[config.mk]
export PLATFORM = sky130hd
export DESIGN_NAME = display_mux
export DESIGN_NICKNAME = d
export VERILOG_FILES = /design/src/rtl/display_mux.sv
export SDC_FILE = /design/constraint.sdc
export NUM_CORES = 1
export LEC_CHECK = 0
export ABC_AREA = 0
export BUFFER_PORTS_ARGS = -buffer_cell sky130_fd_sc_hd__buf_4
export CAP_MARGIN = 10
export CORE_ASPECT_RATIO = 1.4
export CORE_UTILIZATION = 50
export CTS_CLUSTER_SIZE = 16
export DETAILED_ROUTE_END_ITERATION = 6
export PLACE_DENSITY_LB_ADDON = 0.25
export SLEW_MARGIN = 20
export SYNTH_ARGS = -nofsm -noshare
export SYNTH_HDL_FRONTEND = slang
export SYNTH_SLANG_ARGS = --single-unit
[constraint.sdc]
create_clock -name clk -period 2.5 [get_ports clk]
set_input_delay 0.25 -clock clk [delete_from_list [all_inputs] [get_ports clk]]
set_output_delay 0.25 -clock clk [all_outputs]
set_load 0.05 [all_outputs]
[src/rtl/display_mux.sv]
`default_nettype none
// ============================================================================
// Module      : display_mux
// Description : Four-digit multiplexed seven-segment driver for a stopwatch.
//               Scans sec_r, sec_l, min_r, min_l on anodes 0..3, blanks each
//               slot briefly to suppress ghosting, shows the min/sec separator
//               on slot 2 and blinks the whole display while paused. Digits
//               are taken from a per-frame snapshot so a frame is never torn.
// Revision    : 1.0 - initial release
// ============================================================================
module display_mux #(
    parameter int REFRESH_DIV  = 100000,
    parameter int BLANK_CYCLES = 8,
    parameter int BLINK_DIV    = 50000000
) (
    input  logic       clk,
    input  logic       rst,
    input  logic [4:0] min_l,
    input  logic [4:0] min_r,
    input  logic [4:0] sec_l,
    input  logic [4:0] sec_r,
    input  logic       paused,
    output logic [6:0] seg,
    output logic       dp,
    output logic [3:0] an
);

    // Counter widths; a divide of 1 still needs a one-bit register.
    localparam int c_RW = (REFRESH_DIV > 1) ? $clog2(REFRESH_DIV) : 1;
    localparam int c_BW = (BLINK_DIV > 1) ? $clog2(BLINK_DIV) : 1;

    localparam logic [c_RW-1:0] c_REF_MAX   = c_RW'(REFRESH_DIV - 1);
    localparam logic [c_RW-1:0] c_BLANK     = c_RW'(BLANK_CYCLES);
    localparam logic [c_BW-1:0] c_BLINK_MAX = c_BW'(BLINK_DIV - 1);

    localparam logic [1:0] c_SLOT_SEP  = 2'd2;
    localparam logic [1:0] c_SLOT_LAST = 2'd3;

    localparam logic [6:0] c_SEG_OFF = 7'b1111111;
    localparam logic [3:0] c_AN_OFF  = 4'b1111;

    // Scan / blink state
    logic [c_RW-1:0] r_refresh_cnt;
    logic [1:0]      r_slot;
    logic [c_BW-1:0] r_blink_cnt;
    logic            r_phase_on;
    // Snapshot, index 0 = sec_r (rightmost) ... index 3 = min_l
    logic [3:0][4:0] r_snap;

    // Registered outputs
    logic [6:0] r_seg;
    logic       r_dp;
    logic [3:0] r_an;

    // Combinational helpers
    logic       w_refresh_wrap;
    logic       w_frame_end;
    logic       w_blink_wrap;
    logic       w_blank;
    logic [4:0] w_digit;
    logic [6:0] w_seg_dec;
    logic [3:0] w_an_next;
    logic       w_dp_next;

    assign w_refresh_wrap = (r_refresh_cnt == c_REF_MAX);
    assign w_frame_end    = w_refresh_wrap && (r_slot == c_SLOT_LAST);
    assign w_blink_wrap   = (r_blink_cnt == c_BLINK_MAX);
    assign w_blank        = (r_refresh_cnt < c_BLANK);
    assign w_digit        = r_snap[r_slot];

    // Refresh counter and slot index; they keep scanning regardless of paused.
    always_ff @(posedge clk) begin
        if (rst) begin
            r_refresh_cnt <= '0;
            r_slot        <= '0;
        end else if (w_refresh_wrap) begin
            r_refresh_cnt <= '0;
            r_slot        <= r_slot + 2'd1;
        end else begin
            r_refresh_cnt <= r_refresh_cnt + 1'b1;
        end
    end

    // Capture all four digits together as the scan wraps from slot 3 to 0.
    always_ff @(posedge clk) begin
        if (rst) begin
            r_snap <= '0;
        end else if (w_frame_end) begin
            r_snap <= {min_l, min_r, sec_l, sec_r};
        end
    end

    // Blink timer: idle and forced on while running, toggles each wrap when paused.
    always_ff @(posedge clk) begin
        if (rst || !paused) begin
            r_blink_cnt <= '0;
            r_phase_on  <= 1'b1;
        end else if (w_blink_wrap) begin
            r_blink_cnt <= '0;
            r_phase_on  <= ~r_phase_on;
        end else begin
            r_blink_cnt <= r_blink_cnt + 1'b1;
        end
    end

    // Active-low seven-segment decode of the active slot's snapshot digit.
    always_comb begin
        w_seg_dec = c_SEG_OFF;
        case (w_digit)
            5'd0:    w_seg_dec = 7'b1000000;
            5'd1:    w_seg_dec = 7'b1111001;
            5'd2:    w_seg_dec = 7'b0100100;
            5'd3:    w_seg_dec = 7'b0110000;
            5'd4:    w_seg_dec = 7'b0011001;
            5'd5:    w_seg_dec = 7'b0010010;
            5'd6:    w_seg_dec = 7'b0000010;
            5'd7:    w_seg_dec = 7'b1111000;
            5'd8:    w_seg_dec = 7'b0000000;
            5'd9:    w_seg_dec = 7'b0010000;
            default: w_seg_dec = c_SEG_OFF;
        endcase
    end

    // Anode and separator: dark during the blank window or the blink off phase.
    always_comb begin
        w_an_next = c_AN_OFF;
        w_dp_next = 1'b1;
        if (!w_blank && r_phase_on) begin
            w_an_next = ~(4'b0001 << r_slot);
            w_dp_next = (r_slot != c_SLOT_SEP);
        end
    end

    // Output register: one cycle behind the scan state, glitch-free pins.
    always_ff @(posedge clk) begin
        if (rst) begin
            r_seg <= c_SEG_OFF;
            r_dp  <= 1'b1;
            r_an  <= c_AN_OFF;
        end else begin
            r_seg <= w_seg_dec;
            r_dp  <= w_dp_next;
            r_an  <= w_an_next;
        end
    end

    assign seg = r_seg;
    assign dp  = r_dp;
    assign an  = r_an;

endmodule
`default_nettype wire

# [After elaboration in Yosys (flattened, before gate mapping)]
# Memory sizes are Yosys's and may differ from the RTL's. A register that Yosys moved wholly into a read port is not among the register bits.
# Index checks and enable logic that the tools add are counted.
[totals] mem_bits_ro=112 n_memories=1 word_cells=35 regBits=71 mem_bits_rw=0 latchBits=0 output_inout_bits=12
[op_classes] n_lt_le_gt_ge=2 multipliers=0 n_eq_ne=4 n_reduce_logical=9 addsub=3 div_mod_pow=0 shift=1 n_bitwise=3 mux=2
[memory_table] memory="(no name shown)" words=16 width=7 rd=1 rd_ports_with_merged_regs=1 wr=0 line="109" text="case (w_digit)"
[op_table] op="26-bit by 1-bit adder with 26-bit output, second input constant" count=1
[op_table] op="26-bit equality test, second input constant" count=1
[op_table] op="17-bit by 1-bit adder with 17-bit output, second input constant" count=1
[op_table] op="17-bit equality test, second input constant" count=1
[op_table] op="17-bit by 4-bit less-than comparator with 1-bit output, second input constant" count=1
[op_table] op="5-bit binary-select mux with 2-bit select" count=1
[op_table] op="2-bit OR reduction" count=4
[op_table] op="5-bit 2-to-1 mux" count=1
[op_table] op="4-bit NOT" count=1
[op_table] op="1-bit by 2-bit << shifter with 4-bit output, first input constant" count=1
[op_table] op="2-bit by 3-bit less-than comparator with 1-bit output, second input constant" count=1
[op_table] op="2-bit by 1-bit adder with 2-bit output, second input constant" count=1
[op_table] op="2-bit equality test, second input constant" count=1
[op_table] op="1-bit logical AND" count=2
[op_table] op="1-bit zero test" count=2
[op_table] op="2-bit inequality test, second input constant" count=1
[op_table] op="1-bit NOT" count=2
[op_table] op="1-bit logical OR" count=1

# [Depth between registers and ports, before layout]
# Gate-level depths: netlist of run 1.
[depth] word_depth=5 ltp_mapped=7 depth_no_buf=6

# [Worst setup path after synthesis of run 1]
# OpenSTA, ideal clock, no wires.
[synth_path] path_kind="reg2reg" start="register r_blink_cnt[0]" end="register r_blink_cnt[10]" setup_ps=117 stages_incl_launch_ff=7 setup_slack_ps=459 period_less_slack_ps=2041 arrival_time_ps=1924 n_path_buf=1 cell_sequence="dfxtp_1 -> ha_1 -> nand4_1 -> or4_1 -> o31ai_2 -> buf_2 -> nor2_1"
[synth_via] elab_chain_cells=2 word_cells_on_any_way=3 classes_between="add/sub (1); eq/ne (1); reduce/logical (1)"
[synth_rtl] item="from (decl)" line="45" text="logic [c_BW-1:0] r_blink_cnt;"
[synth_rtl] item="from (signal assigned)" line="102" text="r_blink_cnt <= r_blink_cnt + 1'b1;"
[synth_rtl] item="branches (longest 2 deep; another with 26-bit by 1-bit adder with 26-bit output)"
# Several ways; the timed one is not identified.
# A chain may end at the register's enable or synchronous reset.

# [Worst setup path in the final report of run 1]
[layout_path] start="register r_refresh_cnt[11]" end="register r_snap[19] in the netlist's numbering"
[layout_via] elab_chain_cells=2
[layout_rtl] item="from (decl)" line="43" text="logic [c_RW-1:0] r_refresh_cnt;"
[layout_rtl] item="from (signal assigned)" line="80" text="r_refresh_cnt <= r_refresh_cnt + 1'b1;"
[layout_rtl] item="17-bit equality test" line="65" text="assign w_refresh_wrap = (r_refresh_cnt == c_REF_MAX);"
[layout_rtl] item="1-bit logical AND" line="66" text="assign w_frame_end = w_refresh_wrap && (r_slot == c_SLOT_LAST);"
[layout_rtl] item="to (signal assigned)" line="89" text="r_snap <= {min_l, min_r, sec_l, sec_r};"
[layout_rtl] item="to (decl)" line="48" text="logic [3:0][4:0] r_snap;"
# Every way passes these cells.

==> impl_metrics.json, run 1 <==
{
  "status": "completed",
  "place_ws_ns": 0.377,
  "netlist_area_sq_um": 3690,
  "power_switching_uw": 493,
  "dieWidth_um": 74.6,
  "syn_avg_cell_area_sq_um": 9.12,
  "period_needed_ns": 2.13,
  "ctsResizeCount": 0,
  "ioPinCount": 35,
  "cp-endpoint": "r_snap[19]",
  "path_cells": "or4_4 > or4_1 > buf_4 > o31ai_1 > a21oi_1",
  "num_rows": 36,
  "insertion_delay_ns": 0.35,
  "grt_max_degree": 27,
  "power_frac_comb_pct": 3.7,
  "report.final.slew_viol_count": 0,
  "diodes": 0,
  "drtAntennaViolNets": 0,
  "fin_skew_ns": 0.00860,
  "clock-sinks": 77,
  "io_buffers": 34,
  "firstDrtPassIters": 4,
  "multi_input_area_sq_um": 1970,
  "slowest_stage": "or4_4",
  "grt_remaining_overflow": 0,
  "seqPwrFrac_pct": 50.7,
  "ys_types": 37,
  "hp-class": "primary input to register",
  "setup-tns-final_ns": 0,
  "rsz0062_at_grt": "no",
  "critical_path.max_fanout": 22,
  "cts_setup_buffers": 0,
  "critPathMaxStageDelay_ns": 0.57,
  "p_per_area_nw_per_um2": 578,
  "ys_warn_count": 0,
  "startpoint_type": "register",
  "numCtsBuffers": 9,
  "cts_buffer_depth": 2,
  "synth_seq_cells": 77,
  "num-nets-final": 462,
  "worstPathArrival_ns": 2.37,
  "seqCellArea_sq_um": 1540,
  "core_sq_um": 7070,
  "antenna_found_initial": 0,
  "p_clk_share_pct": 45.6,
  "leakage_uw": 0.00138,
  "initial_utilization_pct": 52.2,
  "ff2ff_path_depth": 5,
  "finalSetupViolCount": 0,
  "timing.fmax_mhz": 469,
  "rrSetupSlack_ns": 0.37,
  "regToRegStartpoint": "r_refresh_cnt[11]",
  "min_from": "min_l[4]",
  "dieHeight_um": 104,
  "cts_max_level": 3,
  "cap_violations": 0,
  "final_cell_mix": "dfxtp_1 (77), buf_4 (42), a21oi_1 (40)",
  "critPathCaptureType": "register",
  "vias": 3060,
  "die_area_sq_um": 7740,
  "layout_commonest_cell": "dfxtp_1",
  "rr_endpoint": "r_snap[19]",
  "hold_viol_final": 0,
  "wl_um": 7460,
  "synthCells": 405,
  "worstSetupStartpoint": "r_refresh_cnt[11]",
  "cts_root_buf": "clkbuf_8",
  "cts_tree": "done",
  "final_layout_size_suffix_gt1_share_pct": 20.2,
  "fillers": 598,
  "ir_drop_mv": 0.388,
  "grt_pass1_wl_um": 12500,
  "path_clk_slew_ns": 0.08,
  "area_growth_syn_to_layout_pct": 14.6,
  "wire_per_inst_um": 14.2,
  "switching_share_pct": 20.1,
  "crit_type": "register to register",
  "fin_crit_sh_pct": 85.4,
  "yosysSeqAreaShare_pct": 41.7,
  "intPower_uw": 1950,
  "dp_hpwl_um": 5120,
  "syn_nets": 439,
  "grtUsageTotal_pct": 20.7,
  "drt_iter0_markers": 153,
  "setup_ws_ns": 0.366,
  "drc": 0,
  "cts_hold_buffers": 0,
  "relSlewSlack_pct": 39.6,
  "required_ns": 2.74,
  "tightest_slew_ns": 0.905,
  "grt_pass1_vias": 2846,
  "gp_congestion": 0.812,
  "viasPerCell": 5.82
}
[through the flow]
stage	utilization (%)	cells	hold WS, ns	total power (uW)	area (sq um)
2_1_floorplan	-	405	0.404	1320	3690
3_3_place_gp	56.5	512	0.423	1360	4000
3_5_place_dp	56.5	512	0.432	1360	4000
4_1_cts	59.8	526	0.152	2470	4230
5_1_grt	59.8	526	0.160	2530	4230
6_report	59.8	526	0.162	2450	4230
[flip-flops by register name (all words and copies together), names as in the netlist]
| register | count |
|---|---|
| r_blink_cnt | 26 |
| r_phase_on | 1 |
| seg | 7 |
| an | 4 |
| r_snap | 20 |
| r_refresh_cnt | 17 |
| r_slot | 2 |
[power by group through the flow]
stage	Sequential [uW]	Clock [uW]	Combinational (uW)
5_1_grt	1240	1190	98.0
4_1_cts	1240	1130	91.2
3_3_place_gp	1270	0	90.0
3_5_place_dp	1270	0	91.0
2_1_floorplan	1290	0	29.5
6_report	1240	1120	89.6
[kinds of logic (layout without fill, tap and decap cells)]
| logic type | after synthesis | in the layout | share of synthesized area, % |
|---|---|---|---|
| flip-flops | 77 | 77 | 41.7 |
| AO/OA/AOI/OAI | 89 | 89 | 17.2 |
| adder cells (fa/ha/maj) | 11 | 11 | 3.73 |
| XOR/XNOR | 25 | 25 | 5.93 |
| multiplexers | 5 | 5 | 3.05 |
| AND/OR/NAND/NOR | 155 | 155 | 23.3 |
| buffers and inverters | 43 | 69 | 5.12 |
[metal layers]
layer | routed length (um) | share of wire (%) | global-route usage (%) | vias to the layer above
met3 | 288 | 3.9 | 4.67 | 23
met2 | 3710 | 50 | 34.0 | 70
met5 | 0 | 0 | 0 | -
met4 | 283 | 3.8 | 12.7 | 0
li1 | - | - | - | 1528
met1 | 3180 | 43 | 23.4 | 1439
[area by class of cell]
cell class | count | share of cell area (%)
clock inverter | 4 | 2.31
sequential | 77 | 36.4
clock buffer | 10 | 3.25
multi-input combinational | 285 | 46.6
timing repair buffer | 42 | 7.45
inverter | 13 | 1.15
tap | 95 | 2.81
[synthesized netlist by cell type (all sizes together)]
library cell | count | area (sq um)
or3 | 6 | 37.5
nor2 | 32 | 120
o21a | 1 | 7.51
o31ai | 32 | 335
a21o | 1 | 7.51
or2 | 4 | 25.0
inv | 13 | 48.8
a21oi | 40 | 200
and4 | 4 | 35.0
nand2 | 22 | 82.6
nor3 | 5 | 25.0
ha | 11 | 138
o21ai | 13 | 65.1
nor4b | 1 | 8.76
and2 | 2 | 12.5
nand4 | 35 | 219
mux4 | 5 | 113
or4 | 16 | 124
nor4 | 6 | 43.8
o21ba | 1 | 10.0
xnor2 | 10 | 87.6
buf | 11 | 68.8
clkbuf | 19 | 71.3
a311oi | 1 | 8.76
nand3 | 13 | 65.1
nor3b | 2 | 15.0
and3 | 4 | 25.0
xor2 | 15 | 131
dfxtp | 77 | 1540
nor2b | 2 | 12.5
nand4b | 1 | 8.76
[worst max-delay path, delay by kind of cell (launching register included)]
kind | cells | cell delay (ns)
and+or+nand+nor | 2 | 1.09
DFF | 1 | 0.35
buffers and inverters | 1 | 0.24
AOI/OAI and AO/OA | 2 | 0.33
[worst min-delay path by stage]
stage | cells after the start | end
6_report | 3 | r_snap[19]
5_1_grt | 3 | r_snap[3]
4_1_cts | 3 | r_snap[17]
3_5_place_dp | 1 | r_refresh_cnt[0]
3_3_place_gp | 1 | r_refresh_cnt[0]
2_1_floorplan | 2 | r_snap[0]
Power figures use the tool's default switching activity.
==> inputs of run 2 (changes only) <==
- CELL_PAD_IN_SITES_DETAIL_PLACEMENT: default -> 1
- CELL_PAD_IN_SITES_GLOBAL_PLACEMENT: default -> 1
- CORE_UTILIZATION: 50 -> 45
==> run 2 against run 1 <==
Against the previous run:
- first-iteration DRC count shrank 6.5%
- combinational power grew 4.7%
- global-route usage grew 1.6 points
- highest routed layer unchanged
- critical path type unchanged
- clock-buffer cell count grew 3
- sequential power is essentially flat
- largest cell class unchanged
- worst setup slack gained 0.0060 ns
- register-to-register slack is essentially flat
- worst hold slack lost 0.0020 ns
- wire length grew 18%
- via count grew 2.5%
==> impl_metrics.json, run 2 (synthesized netlist as in run 1, its figures left out) <==
{
  "core_sq_um": 7850,
  "rr_endpoint": "r_snap[19]",
  "critPathCaptureType": "register",
  "critical_path.max_fanout": 22,
  "dpl.cell_count": 519,
  "dieWidth_um": 78.6,
  "worstHoldEndpoint": "r_snap[3]",
  "wl_um": 8790,
  "cts_tree": "done",
  "grtUsageTotal_pct": 22.3,
  "critPathMaxStageDelay_ns": 0.57,
  "ir_drop_mv": 0.379,
  "rrSetupSlack_ns": 0.37,
  "die_area_sq_um": 8580,
  "drt_iter0_markers": 143,
  "final_cell_mix": "dfxtp_1 (77), buf_4 (43), a21oi_1 (40)",
  "largest_reg_flops": 26,
  "ff2ff_path_depth": 5,
  "period_needed_ns": 2.13,
  "path_clk_slew_ns": 0.08,
  "stdcell_count": 535,
  "numCtsBuffers": 9,
  "holdPathStages": 3,
  "final_layout_size_suffix_gt1_share_pct": 20.7,
  "required_ns": 2.73,
  "grt_remaining_overflow": 0,
  "slowest_stage": "or4_4",
  "hold_viol_final": 0,
  "grt_pass1_wl_um": 14900,
  "dieHeight_um": 109,
  "num_rows": 38,
  "antenna_found_initial": 0,
  "hp-class": "primary input to register",
  "clock-sinks": 77,
  "grt_max_degree": 27,
  "rsz0062_at_grt": "no",
  "io_buffers": 34,
  "cts_root_buf": "clkbuf_8",
  "wire_per_inst_um": 16.4,
  "worstPathArrival_ns": 2.36,
  "diodes": 0,
  "initial_utilization_pct": 47.1,
  "finalSetupViolCount": 0,
  "regToRegStartpoint": "r_refresh_cnt[11]",
  "firstDrtPassIters": 4,
  "finalInstanceArea_sq_um": 4290,
  "placed_cell_area_sq_um": 4030,
  "gp_congestion": 0.765,
  "leakage_uw": 0.00141,
  "layout_commonest_cell": "dfxtp_1",
  "largestRegisters": "r_blink_cnt x26, r_snap x20, r_refresh_cnt x17",
  "drc": 0,
  "cts_setup_buffers": 0,
  "drtAntennaViolNets": 0,
  "status": "completed",
  "cts_hold_buffers": 0,
  "min_from": "sec_r[3]",
  "dp_hpwl_um": 6040,
  "setup-tns-final_ns": 0,
  "startpoint_type": "register",
  "insertion_delay_ns": 0.35,
  "num-nets-final": 464,
  "fin_skew_ns": 0.00856,
  "cts_max_level": 3,
  "ctsResizeCount": 0,
  "p_per_area_nw_per_um2": 591,
  "largest_register": "r_blink_cnt",
  "report.final.slew_viol_count": 0,
  "relSlewSlack_pct": 39.4,
  "fin_crit_sh_pct": 85.1,
  "cap_violations": 0,
  "grt_pass1_vias": 3146,
  "ioPinCount": 35,
  "timing.fmax_mhz": 470,
  "viasPerCell": 5.87,
  "tightest_slew_ns": 0.909,
  "cts_buffer_depth": 2,
  "vias": 3138,
  "area_growth_syn_to_layout_pct": 16.1,
  "crit_type": "register to register",
  "path_cells": "or4_4 > or4_1 > buf_4 > o31ai_1 > a21oi_1"
}
-- run 2: changes by cell type in the layout (fill, tap and decap cells not counted) --
| cell | previous run | this run |
|---|---|---|
| clkbuf_8 | 10 | 12 |
| clkinvlp_4 | 1 | 0 |
| buf_4 | 42 | 43 |
| buf_12 | 0 | 1 |
| clkbuf_1 | 0 | 1 |
-- run 2: power breakdown --
| group | total, uW | internal (uW) | switching [uW] |
|---|---|---|---|
| clock network | 1200 | 746 | 452 |
| logic | 93.8 | 41.2 | 52.6 |
| registers | 1240 | 1240 | 5.62 |
| total | 2530 | 2020 | 511 |
-- run 2: worst max path at each step --
stage / endpoint / startpoint / slack, ns / depth (start not counted)
final: r_snap[19] / r_refresh_cnt[11] / 0.37 / 5
after detailed placement: r_blink_cnt[21] / r_blink_cnt[0] / 0.37 / 6
after global routing: r_blink_cnt[21] / r_blink_cnt[0] / 0.24 / 6
after global placement: r_snap[19] / r_refresh_cnt[11] / 0.40 / 5
after CTS: r_snap[19] / r_refresh_cnt[11] / 0.37 / 5
after floorplan: r_blink_cnt[10] / r_blink_cnt[0] / 0.46 / 6
-- run 2: stage by stage --
stage | worst slack (ns) | power, uW | utilization (%) | hold WS, ns
2_1_floorplan | 0.459 | 1320 | - | 0.404
3_3_place_gp | 0.401 | 1360 | 51.4 | 0.424
3_5_place_dp | 0.370 | 1370 | 51.4 | 0.429
4_1_cts | 0.374 | 2570 | 54.7 | 0.147
5_1_grt | 0.238 | 2640 | 54.7 | 0.131
6_report | 0.372 | 2530 | 54.7 | 0.160
-- run 2: final cells by class --
| cell class | count | area, sq um |
|---|---|---|
| fill | 931 | 3560 |
| multi-input combinational | 285 | 1970 |
| sequential | 77 | 1540 |
| timing repair buffer | 44 | 343 |
| clock buffer | 13 | 169 |
| tap | 100 | 125 |
| clock inverter | 3 | 90.1 |
| inverter | 13 | 48.8 |
-- run 2: worst max-delay path: cells and delay by family, from the launching register on --
kind / cells / cell delay (ns)
and+or+nand+nor: 2 / 1.09
DFF: 1 / 0.35
AOI/OAI and AO/OA: 2 / 0.32
buffers and inverters: 1 / 0.24
-- run 2: metal layers --
layer | GRT usage, % | share of wire, %
met5 | 0 | 0
met4 | 9.79 | 2.3
met3 | 5.27 | 2.5
met2 | 39.3 | 52
met1 | 25.5 | 43
==> inputs of run 3 (changes only) <==
- REMOVE_ABC_BUFFERS: default -> 1
==> run 3 against run 2 <==
Against the previous run:
- non-clock buffer count decreased by 1
- register-to-register slack got worse by 0.04 ns
- wire length increased by 0.84%
- clock power decreased by 18%
- cell count decreased by 0.19%
- global-route usage increased by 0.48 points
- power decreased by 8.5%
==> impl_metrics.json, run 3 (synthesized netlist as in run 1, its figures left out) <==
{
  "status": "completed",
  "initial_utilization_pct": 47.1,
  "intPower_uw": 1820,
  "fillers": 926,
  "gp_congestion": 0.823,
  "fin_crit_sh_pct": 86.7,
  "hp-class": "primary input to register",
  "startpoint_type": "register",
  "p_per_area_nw_per_um2": 548,
  "die_area_sq_um": 8580,
  "path_clk_slew_ns": 0.08,
  "crit_type": "register to register",
  "clock-sinks": 77,
  "grt_pass1_vias": 3197,
  "insertion_delay_ns": 0.35,
  "timing.fmax_mhz": 461,
  "cap_violations": 0,
  "critPathCaptureType": "register",
  "dpl.cell_count": 518,
  "diodes": 0,
  "holdWs_ns": 0.165,
  "wire_per_inst_um": 16.6,
  "cts_tree": "done",
  "grt_max_degree": 27,
  "power_frac_comb_pct": 4.1,
  "stdcell_count": 534,
  "cts_hold_buffers": 0,
  "cts_max_level": 3,
  "rsz0062_at_grt": "no",
  "cts_buffer_depth": 2,
  "grt_pass1_wl_um": 15000,
  "setup-tns-final_ns": 0,
  "place_ws_ns": 0.368,
  "p_total_uw": 2320,
  "required_ns": 2.73,
  "largestRegisters": "r_blink_cnt x26, r_snap x20, r_refresh_cnt x17",
  "period_needed_ns": 2.17,
  "setup_ws_ns": 0.332,
  "slowest_stage": "or4_4",
  "num-nets-final": 463,
  "final_layout_size_suffix_gt1_share_pct": 20.7,
  "power_switching_uw": 502,
  "numCtsBuffers": 9,
  "num_rows": 38,
  "drc": 0,
  "finalSetupViolCount": 0,
  "area_growth_syn_to_layout_pct": 14.6,
  "largest_reg_flops": 26,
  "switching_share_pct": 21.7,
  "drtAntennaViolNets": 0,
  "core_sq_um": 7850,
  "antenna_found_initial": 0,
  "cts_root_buf": "clkbuf_8",
  "ir_drop_mv": 0.366,
  "dieWidth_um": 78.6,
  "grt_remaining_overflow": 0,
  "dieHeight_um": 109,
  "critical_path.max_fanout": 22,
  "layout_commonest_cell": "dfxtp_1",
  "cts_setup_buffers": 0,
  "grtUsageTotal_pct": 22.8,
  "wl_um": 8870,
  "drt_iter0_markers": 90,
  "relSlewSlack_pct": 37.8,
  "vias": 3089,
  "fin_skew_ns": 0.00522,
  "dp_hpwl_um": 6170,
  "ioPinCount": 35,
  "p_clk_share_pct": 42.4,
  "worstPathArrival_ns": 2.39,
  "hold_viol_final": 0,
  "leakage_uw": 0.00139,
  "largest_register": "r_blink_cnt",
  "path_cells": "or4_4 > or4_1 > buf_4 > o31ai_2 > a21oi_1",
  "seqPwrFrac_pct": 53.6,
  "final_cell_mix": "dfxtp_1 (77), buf_4 (42), a21oi_1 (40)",
  "viasPerCell": 5.78,
  "io_buffers": 34,
  "firstDrtPassIters": 4,
  "report.final.slew_viol_count": 0,
  "critPathMaxStageDelay_ns": 0.57,
  "ctsResizeCount": 0,
  "tightest_slew_ns": 0.932
}
-- run 3: changes by cell type in the layout (fill, tap and decap cells not counted), sizes merged --
cell,previous run,this run
bufinv,3,1
clkinv,0,3
buf,44,43
clkbuf,13,12
-- run 3: layout make-up --
cell class	count	area, sq um	share of cell area (%)
sequential	77	1540	36.4
inverter	13	48.8	1.15
timing repair buffer	43	335	7.92
clock buffer	12	165	3.90
multi-input combinational	285	1970	46.6
clock inverter	4	45.0	1.06
tap	100	125	2.96
-- run 3: worst max-delay path, delay by kind of cell (launching register included) --
kind                   cells  cell delay, ns
buffers and inverters      1            0.25
AO/OA/AOI/OAI              2            0.36
AND/OR/NAND/NOR            2            1.10
flip-flops                 1            0.34
-- run 3: worst paths after layout --
check                                  startpoint               end  slack, ns  cells after the start
worst min register to register   r_refresh_cnt[0]  r_refresh_cnt[0]       0.44                      1
worst max register to register  r_refresh_cnt[11]        r_snap[13]       0.33                      5
worst max-delay path            r_refresh_cnt[11]        r_snap[13]       0.33                      5
worst min-delay path                     min_r[4]        r_snap[14]       0.17                      3
-- run 3: metrics by stage --
stage / area, sq um / util, %
global route: 4230 / 54.0
finish: 4230 / 54.0
global placement: 4020 / 51.3
CTS: 4230 / 54.0
floorplan: 3550 / -
detailed placement: 4020 / 51.3
-- run 3: power groups by stage --
| stage | Combinational, uW | Clock, uW | Sequential (uW) |
|---|---|---|---|
| after global placement | 93.0 | 0 | 1270 |
| after floorplan | 22.2 | 0 | 1290 |
| after global routing | 103 | 1070 | 1240 |
| after CTS | 96.3 | 1010 | 1240 |
| final | 94.2 | 982 | 1240 |
| after detailed placement | 96.2 | 0 | 1270 |
-- run 3: metal layers --
layer,wire (um),vias to the layer above,global-route usage [%]
li1,-,1535,-
met1,3780,1493,25.6
met2,4610,47,40.6
met3,240,14,4.27
met4,240,0,11.9
met5,0,-,0
